### config.mk
export PLATFORM = sky130hd
export DESIGN_NAME = sweep_sequencer
export DESIGN_NICKNAME = d
export VERILOG_FILES = /design/src/rtl/sweep_pkg.sv /design/src/rtl/sweep_timer.sv /design/src/rtl/sweep_sequencer.sv
export SDC_FILE = /design/constraint.sdc
export NUM_CORES = 1
export LEC_CHECK = 0
export BUFFER_PORTS_ARGS = -buffer_cell sky130_fd_sc_hd__buf_2
export CORE_UTILIZATION = 46
export DETAILED_ROUTE_END_ITERATION = 8
export PLACE_DENSITY = 0.69
export SKIP_CTS_REPAIR_TIMING = 1
export SKIP_LAST_GASP = 1
export SLEW_MARGIN = 20
export SYNTH_ARGS = -nofsm -noshare
export SYNTH_HDL_FRONTEND = slang
export SYNTH_HIERARCHICAL = 1
export SYNTH_SLANG_ARGS = --single-unit
### constraint.sdc
create_clock -name clk -period 3.1 [get_ports clk]
set_clock_uncertainty 0.2 [all_clocks]
set_input_delay 0.775 -clock clk [delete_from_list [all_inputs] [get_ports clk]]
set_output_delay 0.775 -clock clk [all_outputs]
set_load 0.02 [all_outputs]
### src/rtl/sweep_pkg.sv
// Shared definitions for the sweep sequencer: FSM state encoding, run index width
// and a helper that sizes counters from their terminal value.
package sweep_pkg;

    localparam int RunWL   = 8;
    localparam int StateWL = 3;

    localparam logic [StateWL-1:0] IDLE      = 3'd0;
    localparam logic [StateWL-1:0] CFG       = 3'd1;
    localparam logic [StateWL-1:0] LOCK_WAIT = 3'd2;
    localparam logic [StateWL-1:0] WRITE     = 3'd3;
    localparam logic [StateWL-1:0] READ      = 3'd4;
    localparam logic [StateWL-1:0] READ_WAIT = 3'd5;
    localparam logic [StateWL-1:0] NEXT      = 3'd6;

    // Bits needed to hold values 0..max_val (at least one bit).
    function automatic int cnt_width(input int max_val);
        return (max_val < 2) ? 1 : $clog2(max_val + 1);
    endfunction

endpackage

### src/rtl/sweep_timer.sv
// Loadable up-counter with synchronous clear and a terminal-count flag.
// The count holds once it reaches TC so the flag stays asserted until cleared.
module sweep_timer #(
    parameter int W  = 8,
    parameter int TC = 0
) (
    input  logic         clk,
    input  logic         rst,
    input  logic         clr,
    input  logic         load,
    input  logic [W-1:0] load_val,
    input  logic         en,
    output logic         tc
);

    logic [W-1:0] cnt_q;
    logic [W-1:0] cnt_d;

    assign tc = (cnt_q == W'(TC));

    always_comb begin
        cnt_d = cnt_q;
        if (clr) begin
            cnt_d = '0;
        end else if (load) begin
            cnt_d = load_val;
        end else if (en && !tc) begin
            cnt_d = cnt_q + 1'b1;
        end
    end

    always_ff @(posedge clk) begin
        if (rst) begin
            cnt_q <= '0;
        end else begin
            cnt_q <= cnt_d;
        end
    end

endmodule

### src/rtl/sweep_sequencer.sv
// Sweep sequencer: steps the MMCM through NUM_STEPS settings and runs RUNS_PER_STEP
// capture/readout passes at each. Define SWEEP_LOCK_TIMEOUT_EN for the lock watchdog.
module sweep_sequencer
    import sweep_pkg::*;
#(
    parameter int StepWL        = 6,
    parameter int NUM_STEPS     = 32,
    parameter int RUNS_PER_STEP = 4,
    parameter int LOCK_SETTLE   = 16,
    parameter int LOCK_TIMEOUT  = 65535
) (
    input  logic              clk,
    input  logic              rst,
    input  logic              start,
    input  logic              abort,
    output logic              cfg_req,
    output logic [StepWL-1:0] cfg_step,
    input  logic              cfg_ack,
    input  logic              mmcm_lock,
    output logic              write_enable,
    input  logic              write_done,
    output logic              read_enable,
    input  logic              bram_read_finish,
    output logic [RunWL-1:0]  run_idx,
    output logic              busy,
    output logic              sweep_done,
    output logic              lock_err
);

    localparam int                SettleWL = cnt_width(LOCK_SETTLE);
    localparam logic [StepWL-1:0] LastStep = StepWL'(NUM_STEPS - 1);
    localparam logic [RunWL-1:0]  LastRun  = RunWL'(RUNS_PER_STEP - 1);

    if (NUM_STEPS < 1 || NUM_STEPS > (1 << StepWL)) begin : g_bad_num_steps
        $error("sweep_sequencer: NUM_STEPS out of range");
    end
    if (RUNS_PER_STEP < 1 || RUNS_PER_STEP > 255) begin : g_bad_runs
        $error("sweep_sequencer: RUNS_PER_STEP out of range");
    end
    if (LOCK_SETTLE < 1 || LOCK_TIMEOUT < 1) begin : g_bad_lock
        $error("sweep_sequencer: LOCK_SETTLE and LOCK_TIMEOUT must be at least 1");
    end

    logic [StateWL-1:0] state_q, state_d;
    logic [StepWL-1:0]  cfg_step_q, cfg_step_d;
    logic [RunWL-1:0]   run_idx_q, run_idx_d;

    logic settle_clr;
    logic settle_tc;
    logic lock_settled;
    logic last_run;
    logic last_step;
    logic timeout_hit;

    // Settle counter: counts consecutive locked cycles in LOCK_WAIT, restarts on any drop.
    assign settle_clr   = (state_q != LOCK_WAIT) || !mmcm_lock;
    assign lock_settled = (state_q == LOCK_WAIT) && mmcm_lock && settle_tc;

    sweep_timer #(
        .W  (SettleWL),
        .TC (LOCK_SETTLE - 1)
    ) u_settle (
        .clk      (clk),
        .rst      (rst),
        .clr      (settle_clr),
        .load     (1'b0),
        .load_val ('0),
        .en       (1'b1),
        .tc       (settle_tc)
    );

`ifdef SWEEP_LOCK_TIMEOUT_EN
    localparam int WdWL = cnt_width(LOCK_TIMEOUT);

    logic wd_clr;
    logic wd_tc;
    logic lock_err_q, lock_err_d;

    // Watchdog restarts on every LOCK_WAIT entry because it is cleared in all other states.
    assign wd_clr      = (state_q != LOCK_WAIT);
    assign timeout_hit = (state_q == LOCK_WAIT) && wd_tc && !lock_settled && !abort;

    sweep_timer #(
        .W  (WdWL),
        .TC (LOCK_TIMEOUT - 1)
    ) u_watchdog (
        .clk      (clk),
        .rst      (rst),
        .clr      (wd_clr),
        .load     (1'b0),
        .load_val ('0),
        .en       (1'b1),
        .tc       (wd_tc)
    );

    always_comb begin
        lock_err_d = lock_err_q;
        if (state_q == IDLE && start && !abort) begin
            lock_err_d = 1'b0;
        end else if (timeout_hit) begin
            lock_err_d = 1'b1;
        end
    end

    always_ff @(posedge clk) begin
        if (rst) begin
            lock_err_q <= 1'b0;
        end else begin
            lock_err_q <= lock_err_d;
        end
    end

    assign lock_err = lock_err_q;
`else
    assign timeout_hit = 1'b0;
    assign lock_err    = 1'b0;
`endif

    assign last_run  = (run_idx_q == LastRun);
    assign last_step = (cfg_step_q == LastStep);

    always_comb begin
        state_d    = state_q;
        cfg_step_d = cfg_step_q;
        run_idx_d  = run_idx_q;
        if (state_q == IDLE) begin
            if (start && !abort) begin
                state_d    = CFG;
                cfg_step_d = '0;
                run_idx_d  = '0;
            end
        end else if (abort) begin
            state_d = IDLE;
        end else begin
            case (state_q)
                CFG: begin
                    if (cfg_ack) state_d = LOCK_WAIT;
                end
                LOCK_WAIT: begin
                    if (lock_settled) begin
                        state_d = WRITE;
                    end else if (timeout_hit) begin
                        state_d = IDLE;
                    end
                end
                WRITE: begin
                    if (write_done) state_d = READ;
                end
                READ: begin
                    state_d = READ_WAIT;
                end
                READ_WAIT: begin
                    if (bram_read_finish) state_d = NEXT;
                end
                NEXT: begin
                    if (!last_run) begin
                        run_idx_d = run_idx_q + 1'b1;
                        state_d   = WRITE;
                    end else if (!last_step) begin
                        cfg_step_d = cfg_step_q + 1'b1;
                        run_idx_d  = '0;
                        state_d    = CFG;
                    end else begin
                        state_d = IDLE;
                    end
                end
                default: begin
                    state_d = IDLE;
                end
            endcase
        end
    end

    always_ff @(posedge clk) begin
        if (rst) begin
            state_q    <= IDLE;
            cfg_step_q <= '0;
            run_idx_q  <= '0;
        end else begin
            state_q    <= state_d;
            cfg_step_q <= cfg_step_d;
            run_idx_q  <= run_idx_d;
        end
    end

    assign cfg_req      = (state_q == CFG);
    assign write_enable = (state_q == WRITE);
    assign read_enable  = (state_q == READ);
    assign busy         = (state_q != IDLE);
    assign cfg_step     = cfg_step_q;
    assign run_idx      = run_idx_q;
    // Completion pulse is suppressed when the same cycle is aborted or reset.
    assign sweep_done   = (state_q == NEXT) && last_run && last_step && !abort && !rst;

endmodule

==> results of run 1 <==
[critical path, delay by kind of cell (launching register included)]
kind	cells	cell delay [ns]
flops	1	0.43
buf+inv	1	0.18
fa+ha+maj	1	0.27
simple gates	3	0.72
[cells in the mapped netlist, types with 2 or more instances]
cell type | number | area, um2
sky130_fd_sc_hd__a21oi_1 | 7 | 35.0
sky130_fd_sc_hd__nor3_1 | 5 | 25.0
sky130_fd_sc_hd__dfxtp_1 | 22 | 440
sky130_fd_sc_hd__or3_1 | 4 | 25.0
sky130_fd_sc_hd__and3_1 | 2 | 12.5
sky130_fd_sc_hd__nor2_1 | 13 | 48.8
sky130_fd_sc_hd__o21ai_0 | 5 | 25.0
sky130_fd_sc_hd__clkbuf_1 | 2 | 7.51
sky130_fd_sc_hd__buf_2 | 2 | 10.0
sky130_fd_sc_hd__nand4_1 | 7 | 43.8
sky130_fd_sc_hd__nor4b_1 | 2 | 17.5
sky130_fd_sc_hd__xnor2_1 | 4 | 35.0
sky130_fd_sc_hd__a2111oi_2 | 2 | 30.0
sky130_fd_sc_hd__nor3b_1 | 2 | 15.0
sky130_fd_sc_hd__nor3_4 | 3 | 48.8
sky130_fd_sc_hd__nand3_1 | 6 | 30.0
sky130_fd_sc_hd__o22ai_1 | 2 | 12.5
sky130_fd_sc_hd__a22oi_1 | 2 | 15.0
sky130_fd_sc_hd__nand3b_1 | 3 | 22.5
sky130_fd_sc_hd__conb_1 | 2 | 7.51
sky130_fd_sc_hd__o211ai_1 | 3 | 22.5
sky130_fd_sc_hd__nand2_1 | 10 | 37.5
sky130_fd_sc_hd__a211oi_1 | 2 | 15.0
sky130_fd_sc_hd__inv_1 | 6 | 22.5
sky130_fd_sc_hd__mux2i_1 | 2 | 20.0
sky130_fd_sc_hd__ha_1 | 4 | 50.1
sky130_fd_sc_hd__or4_1 | 3 | 22.5
sky130_fd_sc_hd__xor2_1 | 4 | 35.0
sky130_fd_sc_hd__a31oi_1 | 2 | 12.5
sky130_fd_sc_hd__nand2b_1 | 7 | 43.8
[state kept, by name, summed over array words and instances (netlist names)]
signal / cells
run_idx: 8
cfg_step: 6
u_settle/cnt_q: 5
state_q: 3
[power groups by stage]
stage,Clock [mW],Sequential (mW),Combinational (mW)
after floorplan,0,0.295,0.0447
after global placement,0,0.298,0.0552
after detailed placement,0,0.298,0.0567
after CTS,0.226,0.292,0.0571
after global routing,0.235,0.293,0.0642
final,0.221,0.292,0.0579
[final cells by class]
cell class	instances	area share (%)
clock buffer	3	1.40
clock inverter	1	1.87
multi-input combinational	136	57.0
timing repair buffer	27	8.55
sequential	22	27.4
inverter	6	1.40
tap	31	2.41
[through the flow]
step	cells	utilization, %	worst slack (ns)	total power [mW]
floorplan	172	-	0.319	0.340
global placement	221	55.0	0.406	0.353
detailed placement	221	55.0	0.388	0.355
CTS	225	56.8	0.0790	0.574
global route	226	57.4	0.0243	0.592
finish	226	57.4	0.200	0.570
[cell families after synthesis]
kind of cell / count (synthesis)
other: 2
DFF: 22
and+or+nand+nor: 75
AOI/OAI and AO/OA: 34
xor gates and xnor gates: 8
buffers and inverters: 14
adders and majority gates: 4
muxes: 3
[layer usage]
metal,share of wire [%],vias to the layer above,global-route usage (%),routed length (um)
met5,0,-,0,0
met4,1.8,0,9.41,55
met3,3.5,6,2.07,107
met2,51,30,38.3,1550
met1,44,598,24.6,1340
li1,-,651,-,-
[path summary, 6_finish.rpt]
kind / start / cells after the start / to / slack, ns
worst max-delay path: run_idx[0] / 5 / sweep_done / 0.20
worst min-delay path: cfg_step[5] / 2 / cfg_step[5] / 0.29
worst max register to register: state_q[2] / 5 / run_idx[6] / 0.83
worst min register to register: cfg_step[5] / 2 / cfg_step[5] / 0.29
==> results.md, run 1 <==
| Parameter | Value | Unit |
| --- | --- | --- |
| Io pins | 28 | - |
| Worst hold slack across all endpoints | 0.293 | ns |
| Clock group share of total power | 38.7 | % |
| Number of nets still failing antenna checks after routing | 0 | - |
| Most frequent standard cell in the layout excluding fill and tap cells | sky130_fd_sc_hd__buf_2 | - |
| Pin count of the biggest net entering global routing | 14 | - |
| Buffer cell driving the clock tree root | sky130_fd_sc_hd__clkbuf_4 | - |
| Adder-cell share of the synthesized area | 3.63 | % |
| Number of design-rule violations left by the first detailed-router iteration | 40 | - |
| Delay of the slowest critical-path stage | 0.43 | ns |
| Number of antenna diodes | 0 | - |
| Xor and xnor area share after synthesis | 5.08 | % |
| Syn Inst Count | 162 | - |
| Bufs on Longest Clock Path | 2 | - |
| Proportion of synthesized area in mux cells | 2.27 | % |
| Maximum operating frequency | 345 | MHz |
| Cell area after placement | 0.00154 | mm2 |
| Area growth from synthesis to final layout | 16.6 | % |
| Worst hold path type | flop to flop | - |
| Proportion of power drawn by combinational gates | 10.2 | % |
| Overflow left after global routing | 0 | - |
| Result of the run | finished, violations left | - |
| YS warnings | 6 | - |
| Main combinational cell family by area after synthesis | simple AND/OR/NAND/NOR gates | - |
| Total wire length after detailed routing | 3060 | um |
| Mapped Avg Cell Area | 8.52 | um2 |
| Aggregate negative setup slack | 0 | ns |
| Basic-gate share of the synthesized area counting and, or, nand and nor cells | 33.9 | % |
| Full die area | 0.00322 | mm2 |
| WS Path Type | flop to primary output | - |
| Starting utilization of the core area | 49.2 | % |
| Cell area after technology mapping | 0.00138 | mm2 |
| Fin crit share | 93.6 | % |
| Switching Fraction | 23.4 | % |
| Worst setup SP type | flop | - |
| Post-DR wirelength/cell | 13.5 | um |
| Detailed-router iteration count before antenna repair | 6 | - |
| Count of flip-flops with a built-in enable after synthesis | 0 | - |
| Top fanout value on the critical path | 6 | - |
| Num CTS Buffers | 3 | - |
| Number of nets in the layout | 208 | - |
| Reg area | 440 | um2 |
| Critical path's slowest cell | sky130_fd_sc_hd__dfxtp_1 | - |
| Global-route wire length before repair | 5260 | um |
| Number of max-slew violations in the final report | 0 | - |
| Vias in the first global route | 1237 | - |
| Nature of the critical path endpoint | primary output | - |
| Drt via density | 5.69 | - |
| Part of the Yosys area used for sequential elements | 31.9 | % |
| H-tree level count | 1 | - |
| Cells along the critical path | ha_2 -> nor4b_1 -> nand4b_1 -> nor3_2 -> buf_2 | - |
| Insertion delay of the later-clocked pin in the worst-skew pair | 0.31 | ns |
| CP required | 2.12 | ns |
| Internal power | 0.437 | mW |
| Routed via count | 1285 | - |
| Clock sinks | 22 | - |
| Post-detailed-route DRC marker count | 2 | - |
| Fraction of final layout cells with drive strength greater than 1 | 23.6 | % |
| Input/output buffers | 26 | - |
| Placer Congestion | 0.832 | - |
| Power share of the sequential group | 51.2 | % |
| Die Wd | 56.8 | um |
| Clock-pin transition on the worst setup and hold timing paths | 0.12 | ns |
| Count of final hold-check violations | 0 | - |
| Synth Area in Compound Gates | 17.8 | % |
| Number of fillers in the final layout | 268 | - |
| Share of async-settable or async-resettable flops after synthesis | 0 | % |
| Detailed placement HPWL | 2330 | um |
| Number of antenna violations at the first check in global routing | 0 | - |
| RSZ-0062 raised after global routing | no | - |
| Leakage power figure | 0.630 | nW |
| Worst path arrival time | 1.93 | ns |
| Max-capacitance violation count | 0 | - |
| Overall Global Routing Usage | 21.0 | % |
| Summed area of non-filler cells in the final layout | 0.00161 | mm2 |
| Final-report setup violation count | 0 | - |
| Net switching power | 0.133 | mW |
| Area of combinational cells with multiple inputs | 917 | um2 |
| Row count | 19 | - |
| Final period demand of the worst path | 2.90 | ns |
| P per Cell Area | 354 | mW/mm2 |
| Register bit total from synthesis | 22 | - |
| Number of library cell types mapped by synthesis | 52 | - |
| Placeable Area | 0.00281 | mm2 |
| CTS tree | yes | - |
| Height of the die | 56.8 | um |
| Violated checks | DRC | - |
| Most frequent cells in the layout | sky130_fd_sc_hd__buf_2, sky130_fd_sc_hd__dfxtp_1, sky130_fd_sc_hd__nor2_1 | - |
| Predominant post-synthesis flop cell | sky130_fd_sc_hd__dfxtp_1 | - |
| Worst vdd rail ir drop | 0.235 | mV |
Power figures use the tool's default switching activity.
==> inputs of run 2 (changes only) <==
--- a/config.mk
+++ b/config.mk
@@ -6,9 +6,9 @@
 export NUM_CORES = 1
 export LEC_CHECK = 0
 export BUFFER_PORTS_ARGS = -buffer_cell sky130_fd_sc_hd__buf_2
-export CORE_UTILIZATION = 46
+export CORE_UTILIZATION = 55
 export DETAILED_ROUTE_END_ITERATION = 8
-export PLACE_DENSITY = 0.69
+export PLACE_DENSITY = 0.8
 export SKIP_CTS_REPAIR_TIMING = 1
 export SKIP_LAST_GASP = 1
 export SLEW_MARGIN = 20
==> run 2 against run 1 <==
The run now ends clean. Hold slack improved by 0.0014 ns. Combinational power is 2% lower. Maximum frequency shrank 1.9%. Register-to-register slack got worse by 0.02 ns. Cell count decreased by 1.3%. Final area down 2.1%. Largest cell class unchanged.
==> results.md, run 2 (synthesized netlist as in run 1, its figures left out) <==
| Parameter | Value | Unit | Change |
| --- | --- | --- | --- |
| RSZ-0062 raised after global routing | no | - |  |
| Highest layer used for signal routing | met4 | - |  |
| Detailed-router iteration count before antenna repair | 4 | - | -2 |
| Placer Congestion | 0.899 | - | +8.1% |
| Critical path's slowest cell | sky130_fd_sc_hd__dfxtp_1 | - |  |
| Wire length on met1 | 1440 | um | +7.1% |
| Final-report setup violation count | 0 | - | unchanged |
| Aggregate negative setup slack | 0 | ns | unchanged |
| Clock-pin transition on the worst setup and hold timing paths | 0.12 | ns | about the same |
| Placeable Area | 0.00230 | mm2 | -18% |
| Height of the die | 52.1 | um | -8.3% |
| Max FFs per register | 8 | - | unchanged |
| Maximum operating frequency | 338 | MHz | -1.9% |
| Overflow left after global routing | 0 | - | unchanged |
| Total wire length after detailed routing | 3060 | um | about the same |
| Critical Path End | sweep_done | - |  |
| Max-capacitance violation count | 0 | - | unchanged |
| Layout Utilization | 68.6 | % | +11 points |
| Worst-case reg-to-reg path depth | 5 | - | unchanged |
| Die Wd | 52.1 | um | -8.3% |
| Most frequent cells in the layout | sky130_fd_sc_hd__buf_2, sky130_fd_sc_hd__dfxtp_1, sky130_fd_sc_hd__nor2_1 | - |  |
| Result of the run | finished, final reports clean | - |  |
| Overall Global Routing Usage | 25.3 | % | +4.3 points |
| Reg area | 440 | um2 | unchanged |
| Setup slack, reg-to-reg | 0.81 | ns | -0.02 ns |
| Global-route wire length before repair | 5020 | um | -4.7% |
| Insertion delay of the later-clocked pin in the worst-skew pair | 0.30 | ns | about the same |
| Critical path origin | run_idx[0] | - |  |
| Buffer cell driving the clock tree root | sky130_fd_sc_hd__clkbuf_4 | - |  |
| Pin count of the biggest net entering global routing | 14 | - | unchanged |
| Cells along the critical path | ha_1 -> nor4b_1 -> nand4b_1 -> nor3_1 -> buf_2 | - |  |
| Area growth from synthesis to final layout | 14.1 | % |  |
| Count of final hold-check violations | 0 | - | unchanged |
| Fin crit share | 95.4 | % | +1.9 points |
| Final period demand of the worst path | 2.96 | ns | +0.0577 ns |
| Post-DR wirelength/cell | 13.7 | um | +1.4% |
| Vias in the first global route | 1163 | - | -6.0% |
| Row count | 17 | - | -2 |
| Number of max-slew violations in the final report | 0 | - | unchanged |
| CTS tree | yes | - |  |
| Cell area after placement | 0.00154 | mm2 | -0.24% |
| Top fanout value on the critical path | 6 | - | unchanged |
| Full die area | 0.00271 | mm2 | -16% |
| Starting utilization of the core area | 60.1 | % | +11 points |
| Detailed placement HPWL | 2330 | um | about the same |
| H-tree level count | 1 | - | unchanged |
| P per Cell Area | 303 | mW/mm2 | -15% |
| Worst setup SP type | flop | - |  |
| Io pins | 28 | - | unchanged |
| Worst hold path type | flop to flop | - |  |
| Leakage power figure | 0.623 | nW | -1.1% |
| Area of combinational cells with multiple inputs | 910 | um2 | -0.82% |
| Delay of the slowest critical-path stage | 0.43 | ns | about the same |
| Clock sinks | 22 | - | unchanged |
| Critical R2R Launch | state_q[2] | - |  |
| Most frequent standard cell in the layout excluding fill and tap cells | sky130_fd_sc_hd__buf_2 | - |  |
| WS Path Type | flop to primary output | - |  |
| Summed area of non-filler cells in the final layout | 0.00158 | mm2 | -2.1% |
| Nature of the critical path endpoint | primary output | - |  |
| Bufs on Longest Clock Path | 2 | - | unchanged |
| Met2 wirelength from detailed routing | 1430 | um | -8.0% |
| Worst vdd rail ir drop | 0.258 | mV | +9.5% |
| Number of antenna diodes | 0 | - | unchanged |
| Worst path arrival time | 1.98 | ns | +0.05 ns |
| Number of nets still failing antenna checks after routing | 0 | - | unchanged |
| Metal3 WL | 139 | um | +30% |
| R2r endpoint | run_idx[6] | - |  |
| Num CTS Buffers | 3 | - | unchanged |
| Post-detailed-route DRC marker count | 0 | - | -2 |
| Drt via density | 5.68 | - | -0.15% |
| Number of antenna violations at the first check in global routing | 0 | - | unchanged |
| CP required | 2.12 | ns | about the same |
| Number of fillers in the final layout | 209 | - | -22% |
| Input/output buffers | 26 | - | unchanged |
| Routed via count | 1266 | - | -1.5% |
| Number of nets in the layout | 209 | - | +0.48% |
| Fraction of final layout cells with drive strength greater than 1 | 22.6 | % | -1.0 points |
| Number of design-rule violations left by the first detailed-router iteration | 32 | - | -20% |
-- run 2: cell types whose count changed in the layout (fill, tap and decap cells not counted), sizes merged --
cell    delta
buf        +1
bufinv     -1
-- run 2: per-layer routing --
metal / vias up / track usage, %
met5: - / 0
met4: 0 / 10.8
met3: 7 / 2.92
met2: 42 / 43.8
met1: 567 / 31.1
li1: 650 / -
-- run 2: how the worst min path moves through the flow --
stage / from / endpoint / cells past startpoint
final: cfg_step[5] / cfg_step[5] / 2
after global routing: cfg_step[5] / cfg_step[5] / 2
after CTS: cfg_step[5] / cfg_step[5] / 2
after detailed placement: cfg_step[5] / cfg_step[5] / 2
after global placement: cfg_step[5] / cfg_step[5] / 2
after floorplan: u_settle/cnt_q[3] / u_settle/cnt_q[3] / 2
-- run 2: critical path, delay by kind of cell (launching register included) --
family	cells	cell delay, ns
fa+ha+maj	1	0.31
buf+inv	1	0.19
flops	1	0.43
simple gates	3	0.74
-- run 2: area by class of cell --
class / instances / area share (%)
Timing Repair Buffer: 28 / 9.21
Sequential cell: 22 / 28.0
Tap cell: 28 / 2.22
Multi-Input combinational cell: 136 / 57.7
Clock buffer: 3 / 1.43
Inverter: 6 / 1.43
-- run 2: power by group --
group / total [mW] / switching (mW) / internal (mW)
logic: 0.0566 / 0.0361 / 0.0205
registers: 0.292 / 0.00612 / 0.285
clock network: 0.129 / 0.0833 / 0.0454
total: 0.477 / 0.126 / 0.351
-- run 2: per-stage QoR --
step	cells	total power, mW	hold WS [ns]	setup WS (ns)
floorplan	172	0.340	0.271	0.319
global placement	218	0.352	0.266	0.422
detailed placement	218	0.353	0.280	0.402
CTS	221	0.479	0.296	0.0838
global route	223	0.495	0.323	0.0387
finish	223	0.477	0.294	0.142
==> inputs of run 3 (changes only) <==
--- a/config.mk
+++ b/config.mk
@@ -8,11 +8,11 @@
 export BUFFER_PORTS_ARGS = -buffer_cell sky130_fd_sc_hd__buf_2
 export CORE_UTILIZATION = 55
 export DETAILED_ROUTE_END_ITERATION = 8
+export GPL_TIMING_DRIVEN = 0
 export PLACE_DENSITY = 0.8
 export SKIP_CTS_REPAIR_TIMING = 1
 export SKIP_LAST_GASP = 1
 export SLEW_MARGIN = 20
 export SYNTH_ARGS = -nofsm -noshare
 export SYNTH_HDL_FRONTEND = slang
-export SYNTH_HIERARCHICAL = 1
 export SYNTH_SLANG_ARGS = --single-unit
==> run 3 against run 2 <==
Synthesized cell count down 1.2%. Register-to-register slack got worse by 0.04 ns. Cell count decreased by 2.2%. Final area rose by 1.4%. Core utilization increased by 1.6 points. Worst setup slack better by 0.040 ns. Critical path depth unchanged.
==> results.md, run 3 <==
| Parameter | Value | Unit | Change |
| --- | --- | --- | --- |
| Overflow left after global routing | 0 | - | unchanged |
| CP required | 2.12 | ns | about the same |
| Cell area after technology mapping | 0.00137 | mm2 | -0.45% |
| Register bit total from synthesis | 22 | - | unchanged |
| Nature of the critical path endpoint | primary output | - |  |
| Leakage power figure | 0.625 | nW | +0.34% |
| Top fanout value on the critical path | 5 | - | -1 |
| Number of antenna violations at the first check in global routing | 0 | - | unchanged |
| Detailed placement HPWL | 2200 | um | -5.5% |
| Fin crit share | 94.1 | % | -1.3 points |
| Clock sinks | 22 | - | unchanged |
| Worst vdd rail ir drop | 0.386 | mV | +50% |
| Buffer cell driving the clock tree root | sky130_fd_sc_hd__clkbuf_4 | - |  |
| Predominant post-synthesis flop cell | sky130_fd_sc_hd__dfxtp_1 | - |  |
| Row count | 17 | - | unchanged |
| Total wire length after detailed routing | 3110 | um | +1.5% |
| Placer Congestion | 0.838 | - | -6.8% |
| Pin count of the biggest net entering global routing | 14 | - | unchanged |
| Max FFs per register | 8 | - | unchanged |
| Most frequent cell after synthesis | sky130_fd_sc_hd__dfxtp_1 | - |  |
| Die Wd | 52.0 | um | -0.21% |
| Insertion delay of the later-clocked pin in the worst-skew pair | 0.32 | ns | +0.02 ns |
| Io pins | 28 | - | unchanged |
| Vias in the first global route | 1226 | - | +5.4% |
| Number of fillers in the final layout | 192 | - | -8.1% |
| RSZ-0062 raised after global routing | no | - |  |
| YS warnings | 0 | - | -6 |
| WS Path Type | flop to primary output | - |  |
| Syn Inst Count | 160 | - | -1.2% |
| CTS tree | yes | - |  |
| Area of combinational cells with multiple inputs | 860 | um2 | -5.5% |
| Height of the die | 52.0 | um | -0.21% |
| P per Cell Area | 363 | mW/mm2 | +20% |
| Count of final hold-check violations | 0 | - | unchanged |
| Drt via density | 6.14 | - | +8.1% |
| Number of design-rule violations left by the first detailed-router iteration | 35 | - | +9.4% |
| Area growth from synthesis to final layout | 16.2 | % |  |
| Routed via count | 1338 | - | +5.7% |
| Full die area | 0.00270 | mm2 | -0.42% |
| Worst path arrival time | 1.94 | ns | -0.04 ns |
| Power, Total | 0.580 | mW | +22% |
| Post-Syn Nets | 172 | - |  |
| Number of nets in the layout | 203 | - | -2.9% |
| Worst setup SP type | flop | - |  |
| Detailed-router iteration count before antenna repair | 4 | - | unchanged |
| Post-synth top area cell | sky130_fd_sc_hd__dfxtp_1 | - |  |
| Most area-consuming cells after synthesis | sky130_fd_sc_hd__dfxtp_1, sky130_fd_sc_hd__a21oi_1, sky130_fd_sc_hd__nand3_1 | - |  |
| Clock-pin transition on the worst setup and hold timing paths | 0.13 | ns | about the same |
| Worst hold path type | flop to flop | - |  |
| Aggregate negative setup slack | 0 | ns | unchanged |
| Count of flip-flops with a built-in enable after synthesis | 0 | - | unchanged |
| Most frequent standard cell in the layout excluding fill and tap cells | sky130_fd_sc_hd__buf_2 | - |  |
| Commonest cells post-synth | sky130_fd_sc_hd__dfxtp_1, sky130_fd_sc_hd__a21oi_1, sky130_fd_sc_hd__nand3_1 | - |  |
| Share of async-settable or async-resettable flops after synthesis | 0 | % | unchanged |
| Reg area | 440 | um2 | unchanged |
| Input/output buffers | 24 | - | -7.7% |
| Worst rel slew slack | 66.7 | % |  |
| Final-report setup violation count | 0 | - | unchanged |
| Starting utilization of the core area | 60.4 | % | +0.29 points |
| Post-DR wirelength/cell | 14.3 | um | +3.8% |
| Num CTS Buffers | 3 | - | unchanged |
| Bufs on Longest Clock Path | 2 | - | unchanged |
| Number of library cell types mapped by synthesis | 49 | - | -5.8% |
| H-tree level count | 1 | - | unchanged |
| Overall Global Routing Usage | 26.2 | % | +0.96 points |
| Post-detailed-route DRC marker count | 0 | - | unchanged |
| Number of nets still failing antenna checks after routing | 0 | - | unchanged |
| Result of the run | finished, final reports clean | - |  |
| Global-route wire length before repair | 5300 | um | +5.6% |
| Part of the Yosys area used for sequential elements | 32.1 | % | +0.15 points |
| Mapped Avg Cell Area | 8.59 | um2 | +0.79% |
| Maximum operating frequency | 343 | MHz | +1.4% |
| Fraction of final layout cells with drive strength greater than 1 | 24.7 | % | +2.2 points |
| Placeable Area | 0.00228 | mm2 | -0.93% |
| Most frequent cells in the layout | sky130_fd_sc_hd__buf_2, sky130_fd_sc_hd__dfxtp_1, sky130_fd_sc_hd__a21oi_1 | - |  |
| Share of the synthesized area in the top cell type | 32.1 | % | +0.15 points |
| Final period demand of the worst path | 2.92 | ns | -0.0396 ns |
| Number of max-slew violations in the final report | 0 | - | unchanged |
| Max-capacitance violation count | 0 | - | unchanged |
| Measured slew at the worst slew-check pin | 0.495 | ns |  |
| Number of antenna diodes | 0 | - | unchanged |
-- run 3: logic make-up (layout without fill, tap and decap cells) --
group	count (synthesis)	after routing	synth area share [%]
AO/OA/AOI/OAI	41	41	20.8
flip-flops	22	22	32.1
adder cells (fa/ha/maj)	4	4	3.64
buffers and inverters	15	45	5.37
multiplexers	4	4	2.91
AND/OR/NAND/NOR	70	70	33.1
XOR/XNOR	3	3	1.91
other	1	1	0.273
-- run 3: final timing paths --
kind                           from  slack, ns  cells past startpoint                 to
hold / removal    u_settle.cnt_q[4]       0.31                      2  u_settle.cnt_q[4]
hold reg to reg   u_settle.cnt_q[4]       0.31                      2  u_settle.cnt_q[4]
setup reg to reg  u_settle.cnt_q[0]       0.77                      8         state_q[1]
setup / recovery         run_idx[1]       0.18                      5         sweep_done
-- run 3: area by class of cell --
| class | instances | share of cell area, % |
|---|---|---|
| Sequential cell | 22 | 27.6 |
| Buffer | 9 | 3.21 |
| Clock buffer | 3 | 1.41 |
| Inverter | 6 | 1.41 |
| Clock inverter | 1 | 1.88 |
| Multi-Input combinational cell | 123 | 53.8 |
| Tap cell | 28 | 2.19 |
| Timing Repair Buffer | 26 | 8.46 |
-- run 3: routing by layer --
layer,track usage (%),vias to the layer above,part of all wire [%]
met5,0,-,0
met4,10.8,0,1.4
met2,42.9,43,49
met1,32.6,631,45
met3,6.14,4,4.6
li1,-,660,-
-- run 3: through the flow --
step / std cells / cell area [um2] / util (%) / hold WS, ns / worst slack (ns)
global placement: 212 / 1530 / 67.2 / 0.269 / 0.513
floorplan: 160 / 1370 / - / 0.259 / 0.409
finish: 218 / 1600 / 70.1 / 0.315 / 0.182
global route: 218 / 1600 / 70.1 / 0.329 / 0.0368
detailed placement: 212 / 1530 / 67.2 / 0.289 / 0.473
CTS: 216 / 1580 / 69.5 / 0.314 / 0.119
-- run 3: where the power goes --
group          leakage [nW]  internal (mW)  switching, mW
sequential            0.177          0.286        0.00337
combinational         0.420         0.0252         0.0446
clock                0.0279          0.131         0.0902
-- run 3: critical path, stage by stage, from the launching register on --
cell	delay [ns]
sky130_fd_sc_hd__dfxtp_1	0.42
sky130_fd_sc_hd__ha_1	0.24
sky130_fd_sc_hd__nor4b_4	0.32
sky130_fd_sc_hd__nand4bb_1	0.22
sky130_fd_sc_hd__nor3_1	0.23
sky130_fd_sc_hd__buf_2	0.19
